**src/rtl/signature_compactor.sv**
```systemverilog
// Signature compactor: steps a stimulus counter through one capture window
// and folds the processor observation buses into a rotating 16-bit signature.
module signature_compactor #(
    parameter logic [7:0] TERMINAL_COUNT = 8'hFF
) (
    input  logic        clk,
    input  logic        reset,
    input  logic        start,
    input  logic [7:0]  seed,
    input  logic [7:0]  pc,
    input  logic [7:0]  ir,
    input  logic [7:0]  pm_address,
    input  logic [7:0]  from_PS,
    input  logic [7:0]  from_ID,
    input  logic [7:0]  from_CU,
    input  logic [3:0]  x0,
    input  logic [3:0]  x1,
    input  logic [3:0]  y0,
    input  logic [3:0]  y1,
    input  logic [3:0]  r,
    input  logic [3:0]  m,
    input  logic [3:0]  o_reg,
    input  logic        zero_flag,
    output logic [7:0]  stim,
    output logic [15:0] signature,
    output logic        busy,
    output logic        done
);

    typedef enum logic [1:0] {
        IDLE = 2'd0,
        RUN  = 2'd1,
        DONE = 2'd2
    } state_t;

    state_t      state_q, state_d;
    logic [7:0]  stim_q, stim_d;
    logic [15:0] sig_q, sig_d;
    logic [7:0]  scramble;
    logic [7:0]  sum;

    // XOR-fold every observation bus with the seed; the adder drops its carry.
    always_comb begin
        scramble = seed ^ {m, o_reg} ^ {x1, x0} ^ {y1, y0}
                 ^ {3'b000, zero_flag, r} ^ ir ^ pc ^ pm_address
                 ^ from_PS ^ from_ID ^ from_CU;
        sum      = sig_q[7:0] + scramble;
    end

    // Window control: start only honoured outside RUN; terminal edge freezes.
    always_comb begin
        state_d = state_q;
        stim_d  = stim_q;
        sig_d   = sig_q;
        unique case (state_q)
            IDLE, DONE: begin
                if (start) begin
                    state_d = RUN;
                    stim_d  = 8'h00;
                    sig_d   = 16'h0000;
                end
            end
            RUN: begin
                if (stim_q == TERMINAL_COUNT) begin
                    state_d = DONE;
                end else begin
                    stim_d = stim_q + 8'd1;
                    sig_d  = {sig_q[14:8], sum, sig_q[15]};
                end
            end
            default: begin
                state_d = IDLE;
            end
        endcase
    end

    // State and datapath registers with synchronous active-high reset.
    always_ff @(posedge clk) begin
        if (reset) begin
            state_q <= IDLE;
            stim_q  <= 8'h00;
            sig_q   <= 16'h0000;
        end else begin
            state_q <= state_d;
            stim_q  <= stim_d;
            sig_q   <= sig_d;
        end
    end

    // Status decoded from registered state only.
    always_comb begin
        busy      = (state_q == RUN);
        done      = (state_q == DONE);
        stim      = stim_q;
        signature = sig_q;
    end

endmodule

```
**config.mk**
```make
export PLATFORM = sky130hd
export DESIGN_NAME = signature_compactor
export DESIGN_NICKNAME = d
export VERILOG_FILES = /design/src/rtl/signature_compactor.sv
export SDC_FILE = /design/constraint.sdc
export NUM_CORES = 1
export LEC_CHECK = 0
export BUFFER_PORTS_ARGS = -buffer_cell sky130_fd_sc_hd__buf_4
export CAP_MARGIN = 25
export CELL_PAD_IN_SITES_DETAIL_PLACEMENT = 0
export CELL_PAD_IN_SITES_GLOBAL_PLACEMENT = 1
export CORE_MARGIN = 4
export CORE_UTILIZATION = 35
export CTS_BUF_LIST = sky130_fd_sc_hd__clkbuf_4
export DETAILED_ROUTE_END_ITERATION = 10
export PLACE_DENSITY = 0.92
export SYNTH_ARGS = -nofsm -noshare
export SYNTH_HDL_FRONTEND = slang
export SYNTH_SLANG_ARGS = --single-unit
export TNS_END_PERCENT = 100
```
**constraint.sdc**
```tcl
create_clock -name clk -period 5.5 [get_ports clk]
set_input_delay 0.275 -clock clk [delete_from_list [all_inputs] [get_ports clk]]
set_output_delay 0.275 -clock clk [all_outputs]
set_load 0.02 [all_outputs]
```
==> out/metrics.cfg, run 1 <==
[place]
hpwl_microns = 4104
io_buffers = 113
gp_congestion = 0.7932

[final_layout]
fin_nets = 437
drive_above_1_share_pct = 36.39
syn_to_final_growth_pct = 46.22
antenna_cells = 0

[timing]
setup_tns_ns = 0
fmax_mhz = 443.3
fin_crit_ns = 2.256
worst-slew-pin-transition_ns = 0.5685
timing.final.max_slew_violations = 0
hold_violations = 0
fin_worst_skew_ns = 0.005918
setup_viol_count_final = 0
min_period_over_period_pct = 41.01
rsz0062_at_grt = false
slew-limit-headroom_pct = 62.01

[synthesis]
synth_top_area_cell = xnor2_1
yosysTopAreaCellShare_pct = 29.22
post-synth-top-count-cell = xnor2_1
netlist_instances = 227
ys_types = 37
synth_ff_type = dfxtp_1
synth_nets = 325
synth_edf_count = 0
yosys-top-cells-count = xnor2_1, nor2_1, dfxtp_1
yosysWarningCount = 0
syn_area_per_cell_sq_um = 8.979
async_flop_share_pct = 0
ys_ff_latch = 26
synth_area_leaders = xnor2_1, dfxtp_1, xor2_1
ys_seq_area_share_pct = 25.54
syn-cell-area_sq_um = 2038

[detailed_routing]
viasPerCell = 4.698
num_vias = 1926
drtPass1Iterations = 5
drt-initial-drc-count = 85
drt-total-wl_microns = 4833
drt.antenna.violating_nets = 0
drc = 0
routedWlPerCell_microns = 11.79

[setup_path]
worstSetupEndpointType = register
start_kind = primary input
cp.arrival_ns = 2.49
max_stage_delay_ns = 0.31
crit_chain = buf_4 -> xnor2_1 -> xnor2_1 -> xnor2_1 -> xnor2_1 -> ha_1 -> a21oi_1 -> a21boi_0 -> o21a_1 -> or3_1 -> a32oi_1 -> nor2_1
cp_common_cell = xnor2_1
ff2ff_path_depth = 7
critPathMaxFanout = 3
cp_data_required_time_ns = 5.73
cp_slowest_cell = or3_1
crit_type = in2reg

[pwr]
power_density_nw_per_um2 = 227.1
p_leak_nw = 1.282
total_power_mw = 0.6769
ir_worst_vdd_mv = 0.1088

[clock_network]
clkLatencyLatePin_ns = 0.33
cts-htree-levels = 1
hold_buffers = 0
cts.repair.resized = 0
numCtsBuffers = 3
clock-root-buffer = clkbuf_4
cts_tree = yes
clock_path_buffers = 2
clk_pin_slew_ns = 0.14
postCtsSetupBuffers = 0
clock-sinks = 26

[die]
ios = 114
start_util_pct = 36.57
placementRows = 27
core-area_sq_um = 5574
die_y_microns = 84.31
die_area_sq_um = 7108
die_w_microns = 84.31

[global_routing]
grt_antenna_before_repair = 0
grt_overflow_total = 0
grt_pass1_vias = 1916
grt_pass1_wl_microns = 8252
grt_max_degree = 24
track_usage_pct = 13.57

[worst_hold_path]
min_path_cells = 2
hold_path.class = in2reg

[status]
status = finished clean

[flow_run]
maxCapViolCount = 0

[layer usage]
layer  wire (microns)  vias up  GRT usage, %  share of wire (%)
met5                0        -             0                  0
met4               35        0         3.509               0.72
met3              518        5         3.729                 11
met2             2457       88         23.96                 51
met1             1822      859         16.14                 38
li1                 -      974             -                  -
[cell families after synthesis]
kind of cell | count (synthesis) | share of synthesized area (%)
AOI/OAI and AO/OA | 32 | 10.74
xor gates and xnor gates | 85 | 37.57
adders and majority gates | 10 | 6.507
buffers and inverters | 13 | 3.684
DFF | 26 | 25.54
and+or+nand+nor | 61 | 15.96
[layout make-up]
| class | count | area (sq um) |
|---|---|---|
| fillers | 529 | 2594 |
| multi-input cells | 188 | 1443 |
| repair buffers | 113 | 848.3 |
| flip-flops and latches | 26 | 520.5 |
| well taps | 72 | 90.09 |
| clock inverters | 1 | 30.03 |
| inverters | 7 | 26.28 |
| clock buffers | 3 | 22.52 |
[where the power goes]
part | total (mW) | internal (mW) | switching (mW)
Sequential | 0.207 | 0.198 | 0.00919
Combinational | 0.337 | 0.185 | 0.152
Clock | 0.132 | 0.0737 | 0.0585
Total | 0.677 | 0.457 | 0.220
[state kept, by name, summed over array words and instances, names as in the netlist]
register   cells
signature     16
stim           8
state_q        2
[cell usage in the layout (no fill, tap or decap)]
master,synthesis,final
fa_1,1,1
a32oi_1,1,1
or3_1,2,2
xnor2_2,1,1
nor4b_2,1,1
o2111ai_2,1,1
nor2_1,28,28
a22oi_1,11,11
nor4b_4,1,1
a21boi_0,1,1
inv_1,7,7
dfxtp_1,26,26
o21a_4,1,1
and2b_1,2,2
nor3_1,1,1
nor3b_1,2,2
nand4_1,1,1
nor4_1,1,1
bufinv_16,0,1
nand2_1,8,8
nand3_1,6,6
nand4b_1,1,1
o21ai_1,1,1
nand2b_1,2,2
nor2b_1,1,1
nand3b_1,2,2
ha_1,9,9
clkbuf_4,0,3
or4_1,1,1
o21a_1,2,2
o21ai_0,5,5
xnor3_1,1,1
nor2_4,1,1
buf_4,1,113
a21oi_1,9,9
xor2_1,15,15
xnor2_1,68,68
[final timing paths]
| check | start | endpoint | slack, ns |
|---|---|---|---|
| max | y0[2] | signature[6] | 3.24 |
| min | reset | signature[5] | 0.27 |
| max reg2reg | stim[0] | stim[4] | 3.45 |
| min reg2reg | signature[5] | signature[5] | 0.49 |
[worst max-delay path, delay by kind of cell]
family / cells / cell delay (ns)
and+or+nand+nor: 2 / 0.36
xor gates and xnor gates: 4 / 0.69
buffers and inverters: 1 / 0.11
adders and majority gates: 1 / 0.28
AOI/OAI and AO/OA: 4 / 0.77
[per-stage QoR]
stage	setup slack, ns	cell area [sq um]	std cells	utilization [%]	hold WS [ns]
detailed placement	2.857	2928	406	52.53	0.4693
global route	3.039	2980	410	53.47	0.2706
floorplan	3.169	2038	227	-	0.4679
global placement	2.925	2928	406	52.53	0.4640
finish	3.244	2980	410	53.47	0.2746
CTS	3.217	2980	410	53.47	0.2663
Note: power is estimated with default switching activity, not from simulation.
==> run 2: changes to the inputs <==
CORE_UTILIZATION = 32   (was 35)
PLACE_DENSITY = 0.86   (was 0.92)
clock period = 2.3 ns   (was 5.5 ns; I/O delays follow)
==> run 2 against run 1 <==
  * Clock skew is 0.0072 ns higher
  * Worst hold slack worse by 0.15 ns
  * Critical path depth stayed put
  * Sequential cell count unchanged
  * Global-route usage shrank 1.4 points
  * Largest power group unchanged
==> out/metrics.cfg, run 2 (synthesis gave the netlist of run 1 again) <==
[setup_path]
cp.arrival_ns = 2.24  ; -0.25 ns
crit_end = signature[6]
r2r-end = signature[12]
reg2reg_slack_ns = 0.34  ; -3.11 ns
cp_slowest_cell = or3_1
critPathMaxFanout = 2  ; -1
cp_common_cell = xnor2_1
cp_top_family = compound AO/OA/AOI/OAI gates
start_kind = primary input
cp_num_cells = 12  ; unchanged
crit_type = in2reg
worstSetupEndpointType = register
timing.rr.start = stim[0]
ff2ff_path_depth = 7  ; unchanged
crit_chain = buf_4 -> xor2_1 -> xnor2_1 -> xnor2_1 -> xnor2_1 -> ha_1 -> a21oi_1 -> a21boi_0 -> o21a_1 -> or3_1 -> a32oi_1 -> nor2_1
max_stage_delay_ns = 0.32  ; about the same
startpoint = x0[2]
crit_buf_inv = 1  ; unchanged
cp_data_required_time_ns = 2.52  ; -3.21 ns

[timing]
fin_worst_skew_ns = 0.01309  ; +0.007176 ns
fin_crit_ns = 2.027
slew-limit-headroom_pct = 64.19  ; +2.2 points
hold_violations = 0  ; unchanged
setup_viol_count_final = 0  ; unchanged
setup_slack_ns = 0.2735  ; -2.971 ns
timing.final.max_slew_violations = 0  ; unchanged
min_period_over_period_pct = 88.11
fmax_mhz = 493.5
worst-slew-pin-transition_ns = 0.5315  ; -0.03696 ns
rsz0062_at_grt = false

[clock_network]
hold_buffers = 0  ; unchanged
cts_tree = yes
clock_path_buffers = 2  ; unchanged
clock-sinks = 26  ; unchanged
clk_pin_slew_ns = 0.14  ; about the same
postCtsSetupBuffers = 0  ; unchanged
clock-root-buffer = clkbuf_4
cts.repair.resized = 0  ; unchanged
clkLatencyLatePin_ns = 0.31  ; -0.02 ns
cts-htree-levels = 1  ; unchanged
numCtsBuffers = 3  ; unchanged

[detailed_routing]
routed.top_layer = met4
num_vias = 1917  ; -0.47%
wl_met1_microns = 1886  ; +3.5%
wl_met3_microns = 578  ; +12%
drc = 0  ; unchanged
drt-total-wl_microns = 4867  ; +0.70%
viasPerCell = 4.597  ; -2.1%
drtPass1Iterations = 4  ; -1
drt.antenna.violating_nets = 0  ; unchanged
drt-initial-drc-count = 73  ; -14%
dr_wl_met2_microns = 2387  ; -2.8%
routedWlPerCell_microns = 11.67  ; -0.99%

[worst_hold_path]
hp-start = reset
min_path_cells = 2  ; unchanged
hold_path.class = in2reg

[pwr]
p_leak_nw = 1.293  ; +0.83%
power_density_nw_per_um2 = 507.4  ; +120%
ir_worst_vdd_mv = 0.2624  ; +140%
total_power_mw = 1.518  ; +120%

[final_layout]
fillers = 595  ; +12%
layout_common_cells = buf_4, xnor2_1, nor2_1, dfxtp_1, xor2_1
ff_latch_area_sq_um = 520.5  ; unchanged
layout.cells.non_filler = 417  ; +1.7%
drive_above_1_share_pct = 37.13  ; +0.74 points
antenna_cells = 0  ; unchanged
largest_reg_flops = 16  ; unchanged
fin_nets = 442  ; +1.1%
fin_area_sq_um = 2992  ; +0.38%
multi_input_area_sq_um = 1443  ; unchanged
syn_to_final_growth_pct = 46.78
layout_commonest_cell = buf_4

[place]
hpwl_microns = 4224  ; +2.9%
io_buffers = 113  ; unchanged
placed_area_sq_um = 2969  ; +1.4%
gp_congestion = 0.7505  ; -5.4%
dp_cells = 414  ; +2.0%
post-place-ws_ns = -0.08532  ; -2.942 ns

[die]
core-area_sq_um = 6061  ; +8.7%
die_w_microns = 87.81  ; +4.2%
placementRows = 28  ; +3.7%
ios = 114  ; unchanged
start_util_pct = 33.63  ; -2.9 points
die_area_sq_um = 7711  ; +8.5%
die_y_microns = 87.81  ; +4.2%

[flow_run]
maxCapViolCount = 0  ; unchanged

[global_routing]
grt_antenna_before_repair = 0  ; unchanged
grt_overflow_total = 0  ; unchanged
track_usage_pct = 12.16  ; -1.4 points
grt_pass1_wl_microns = 7755  ; -6.0%
grt_pass1_vias = 1844  ; -3.8%
grt_max_degree = 24  ; unchanged

[status]
status = finished clean

==> run 2: routing by layer <==
layer  vias to the layer above  GRT usage, %
met2                        87         21.37
met4                         0         1.674
li1                        986             -
met3                         2         3.575
met1                       842         15.02
met5                         -             0
==> run 2: cell type report <==
| cell class | count | area share (%) |
|---|---|---|
| sequential | 26 | 17.40 |
| inverter | 7 | 0.8783 |
| multi-input combinational | 188 | 48.22 |
| timing repair buffer | 118 | 29.61 |
| clock buffer | 3 | 0.7528 |
| tap | 75 | 3.137 |
==> run 2: worst min path at each step <==
stage | slack, ns | end
after detailed placement | 0.46 | stim[1]
after global placement | 0.46 | signature[11]
final | 0.12 | signature[5]
after CTS | 0.11 | signature[5]
after global routing | 0.13 | signature[5]
after floorplan | 0.31 | signature[7]
==> run 2: where the power goes <==
group          internal, mW  switching (mW)
clock                0.0611           0.126
combinational         0.462           0.371
sequential            0.474          0.0241
==> run 2: worst reg2reg max path, stage by stage (launching register included) <==
cell and delay (ns):
dfxtp_1 0.45, ha_1 0.22, nand3_1 0.13, o21a_4 0.30, nor2_4 0.38, buf_4 0.25, a22oi_1 0.07, nor2_1 0.09
==> run 2: through the flow <==
step | util (%) | setup TNS [ns] | hold slack [ns]
after CTS | 49.36 | 0 | 0.1121
after floorplan | - | 0 | 0.3079
after global routing | 49.36 | 0 | 0.1308
after detailed placement | 48.99 | -0.1465 | 0.4600
final | 49.36 | 0 | 0.1244
after global placement | 48.99 | -0.01068 | 0.4577
==> run 3: changes to the inputs <==
PLACE_DENSITY = default   (was 0.86)
PLACE_DENSITY_LB_ADDON = 0.15   (was default)
REMOVE_ABC_BUFFERS = 1   (was default)
==> run 3 against run 2 <==
  * Cell area is 1.5% higher
  * Sequential cell count unchanged
  * Die area unchanged
  * Global-route usage down 0.053 points
  * Critical path type unchanged
  * Largest cell class unchanged
==> out/metrics.cfg, run 3 (synthesis gave the netlist of run 1 again) <==
[status]
status = finished clean

[final_layout]
multi_input_area_sq_um = 1443  ; unchanged
fin_nets = 444  ; +0.45%
syn_to_final_growth_pct = 48.99
layout_common_cells = buf_4, xnor2_1, nor2_1, dfxtp_1, xor2_1
largest_reg_flops = 16  ; unchanged
antenna_cells = 0  ; unchanged
ff_latch_area_sq_um = 520.5  ; unchanged
layout.cells.non_filler = 420  ; +0.72%
fillers = 595  ; unchanged
layout_commonest_cell = buf_4
drive_above_1_share_pct = 37.68  ; +0.55 points

[setup_path]
timing.rr.start = stim[0]
start_kind = primary input
cp_common_cell = xnor2_1
reg2reg_slack_ns = 0.36  ; +0.02 ns
critPathMaxFanout = 2  ; unchanged
r2r-end = signature[14]
crit_chain = buf_4 -> xor2_1 -> xnor2_1 -> xnor2_1 -> xnor2_1 -> ha_1 -> a21oi_1 -> a21boi_0 -> o21a_1 -> or3_1 -> a32oi_1 -> nor2_1
crit_type = in2reg
cp_top_family = compound AO/OA/AOI/OAI gates
worstSetupEndpointType = register
crit_buf_inv = 1  ; unchanged
ff2ff_path_depth = 7  ; unchanged
max_stage_delay_ns = 0.30  ; -0.02 ns
cp.arrival_ns = 2.24  ; about the same
cp_slowest_cell = or3_1
cp_data_required_time_ns = 2.53  ; about the same

[pwr]
pwr-share-comb_pct = 50.4  ; -4.5 points
seq_power_share_pct = 30.2  ; -2.6 points
power_switching_mw = 0.5251  ; +0.81%
power.internal_mw = 1.115  ; +12%
ir_worst_vdd_mv = 0.4093  ; +56%
switching_share_pct = 32.01  ; -2.3 points
p_leak_nw = 1.317  ; +1.9%
power_density_nw_per_um2 = 540.2  ; +6.5%
power.share.clock_pct = 19.3  ; +7.0 points

[place]
io_buffers = 113  ; unchanged
dp_cells = 416  ; +0.48%
gp_congestion = 0.7378  ; -1.7%
hpwl_microns = 4034  ; -4.5%
post-place-ws_ns = -0.07333  ; +0.01199 ns

[worst_hold_path]
hold_path.class = in2reg
hp-start = reset
holdPathEnd = signature[13]
min_path_cells = 2  ; unchanged

[detailed_routing]
drtPass1Iterations = 3  ; -1
viasPerCell = 4.510  ; -1.9%
drt-total-wl_microns = 4699  ; -3.5%
drt.antenna.violating_nets = 0  ; unchanged
drt-initial-drc-count = 58  ; -21%
routedWlPerCell_microns = 11.19  ; -4.1%
drc = 0  ; unchanged
num_vias = 1894  ; -1.2%

[global_routing]
track_usage_pct = 12.10  ; -0.053 points
grt_pass1_wl_microns = 7617  ; -1.8%
grt_max_degree = 24  ; unchanged
grt_overflow_total = 0  ; unchanged
grt_antenna_before_repair = 0  ; unchanged
grt_pass1_vias = 1786  ; -3.1%

[clock_network]
clock-root-buffer = clkbuf_4
postCtsSetupBuffers = 0  ; unchanged
clock-sinks = 26  ; unchanged
cts-htree-levels = 1  ; unchanged
clk_pin_slew_ns = 0.15  ; about the same
cts.repair.resized = 0  ; unchanged
hold_buffers = 0  ; unchanged
clock_path_buffers = 2  ; unchanged
cts_tree = yes
clkLatencyLatePin_ns = 0.32  ; about the same
numCtsBuffers = 3  ; unchanged

[timing]
setup_viol_count_final = 0  ; unchanged
fin_crit_ns = 2.005  ; -0.02196 ns
fin_worst_skew_ns = 0.008874  ; -0.004219 ns
setup_slack_ns = 0.2955  ; +0.02196 ns
fmax_mhz = 498.9  ; +1.1%
slew-limit-headroom_pct = 71.36  ; +7.2 points
worst-slew-pin-transition_ns = 0.4286  ; -0.1029 ns
timing.final.max_slew_violations = 0  ; unchanged
hold_violations = 0  ; unchanged
min_period_over_period_pct = 87.15  ; -0.95 points
rsz0062_at_grt = false

[die]
die_area_sq_um = 7711  ; unchanged
placementRows = 28  ; unchanged
core-area_sq_um = 6061  ; unchanged
start_util_pct = 33.63  ; unchanged
die_y_microns = 87.81  ; unchanged
die_w_microns = 87.81  ; unchanged
ios = 114  ; unchanged

[flow_run]
maxCapViolCount = 0  ; unchanged

==> run 3: worst reg2reg max path: stages, from the launching register on <==
cell and delay, ns:
dfxtp_1 0.46, ha_1 0.23, nand3_1 0.13, o21a_4 0.30, nor2_4 0.39, buf_4 0.24, a22oi_1 0.07, nor2_1 0.09
==> run 3: power by group through the flow <==
stage | clock network, mW | logic [mW] | registers (mW)
4_1_cts | 0.333 | 0.843 | 0.497
5_1_grt | 0.350 | 0.924 | 0.500
3_3_place_gp | 0 | 0.840 | 0.507
2_1_floorplan | 0 | 0.536 | 0.528
3_5_place_dp | 0 | 0.841 | 0.507
6_report | 0.317 | 0.827 | 0.496
==> run 3: area by class of cell <==
class | instances | area share (%)
Multi-Input combinational cell | 188 | 47.51
Tap cell | 75 | 3.090
Timing Repair Buffer | 120 | 29.67
Clock inverter | 1 | 0.9889
Inverter | 7 | 0.8653
Sequential cell | 26 | 17.14
Clock buffer | 3 | 0.7417
==> run 3: worst max-delay path by stage <==
stage / from / end / slack, ns / cells past startpoint
3_5_place_dp: x0[2] / signature[6] / -0.07 / 12
6_report: x0[2] / signature[6] / 0.30 / 12
4_1_cts: x0[2] / signature[6] / 0.30 / 12
3_3_place_gp: x0[2] / signature[6] / -0.03 / 12
5_1_grt: x0[2] / signature[6] / 0.05 / 12
2_1_floorplan: x0[2] / signature[6] / 0.14 / 11
==> run 3: metrics by stage <==
| step | setup TNS, ns | area (sq um) | power (mW) | hold WS, ns | utilization (%) |
|---|---|---|---|---|---|
| 2_1_floorplan | 0 | 1989 | 1.064 | 0.1841 | - |
| 3_3_place_gp | -0.05437 | 2984 | 1.347 | 0.4695 | 49.24 |
| 3_5_place_dp | -0.1337 | 2984 | 1.348 | 0.4718 | 49.24 |
| 4_1_cts | 0 | 3037 | 1.673 | 0.1045 | 50.10 |
| 5_1_grt | 0 | 3037 | 1.774 | 0.09958 | 50.10 |
| 6_report | 0 | 3037 | 1.640 | 0.1186 | 50.10 |
==> run 3: routing by layer <==
metal	track usage (%)	part of all wire [%]	vias up
met2	19.52	45	78
met4	2.510	0.60	0
met1	15.54	42	822
li1	-	-	992
met5	0	0	-
met3	4.421	12	2
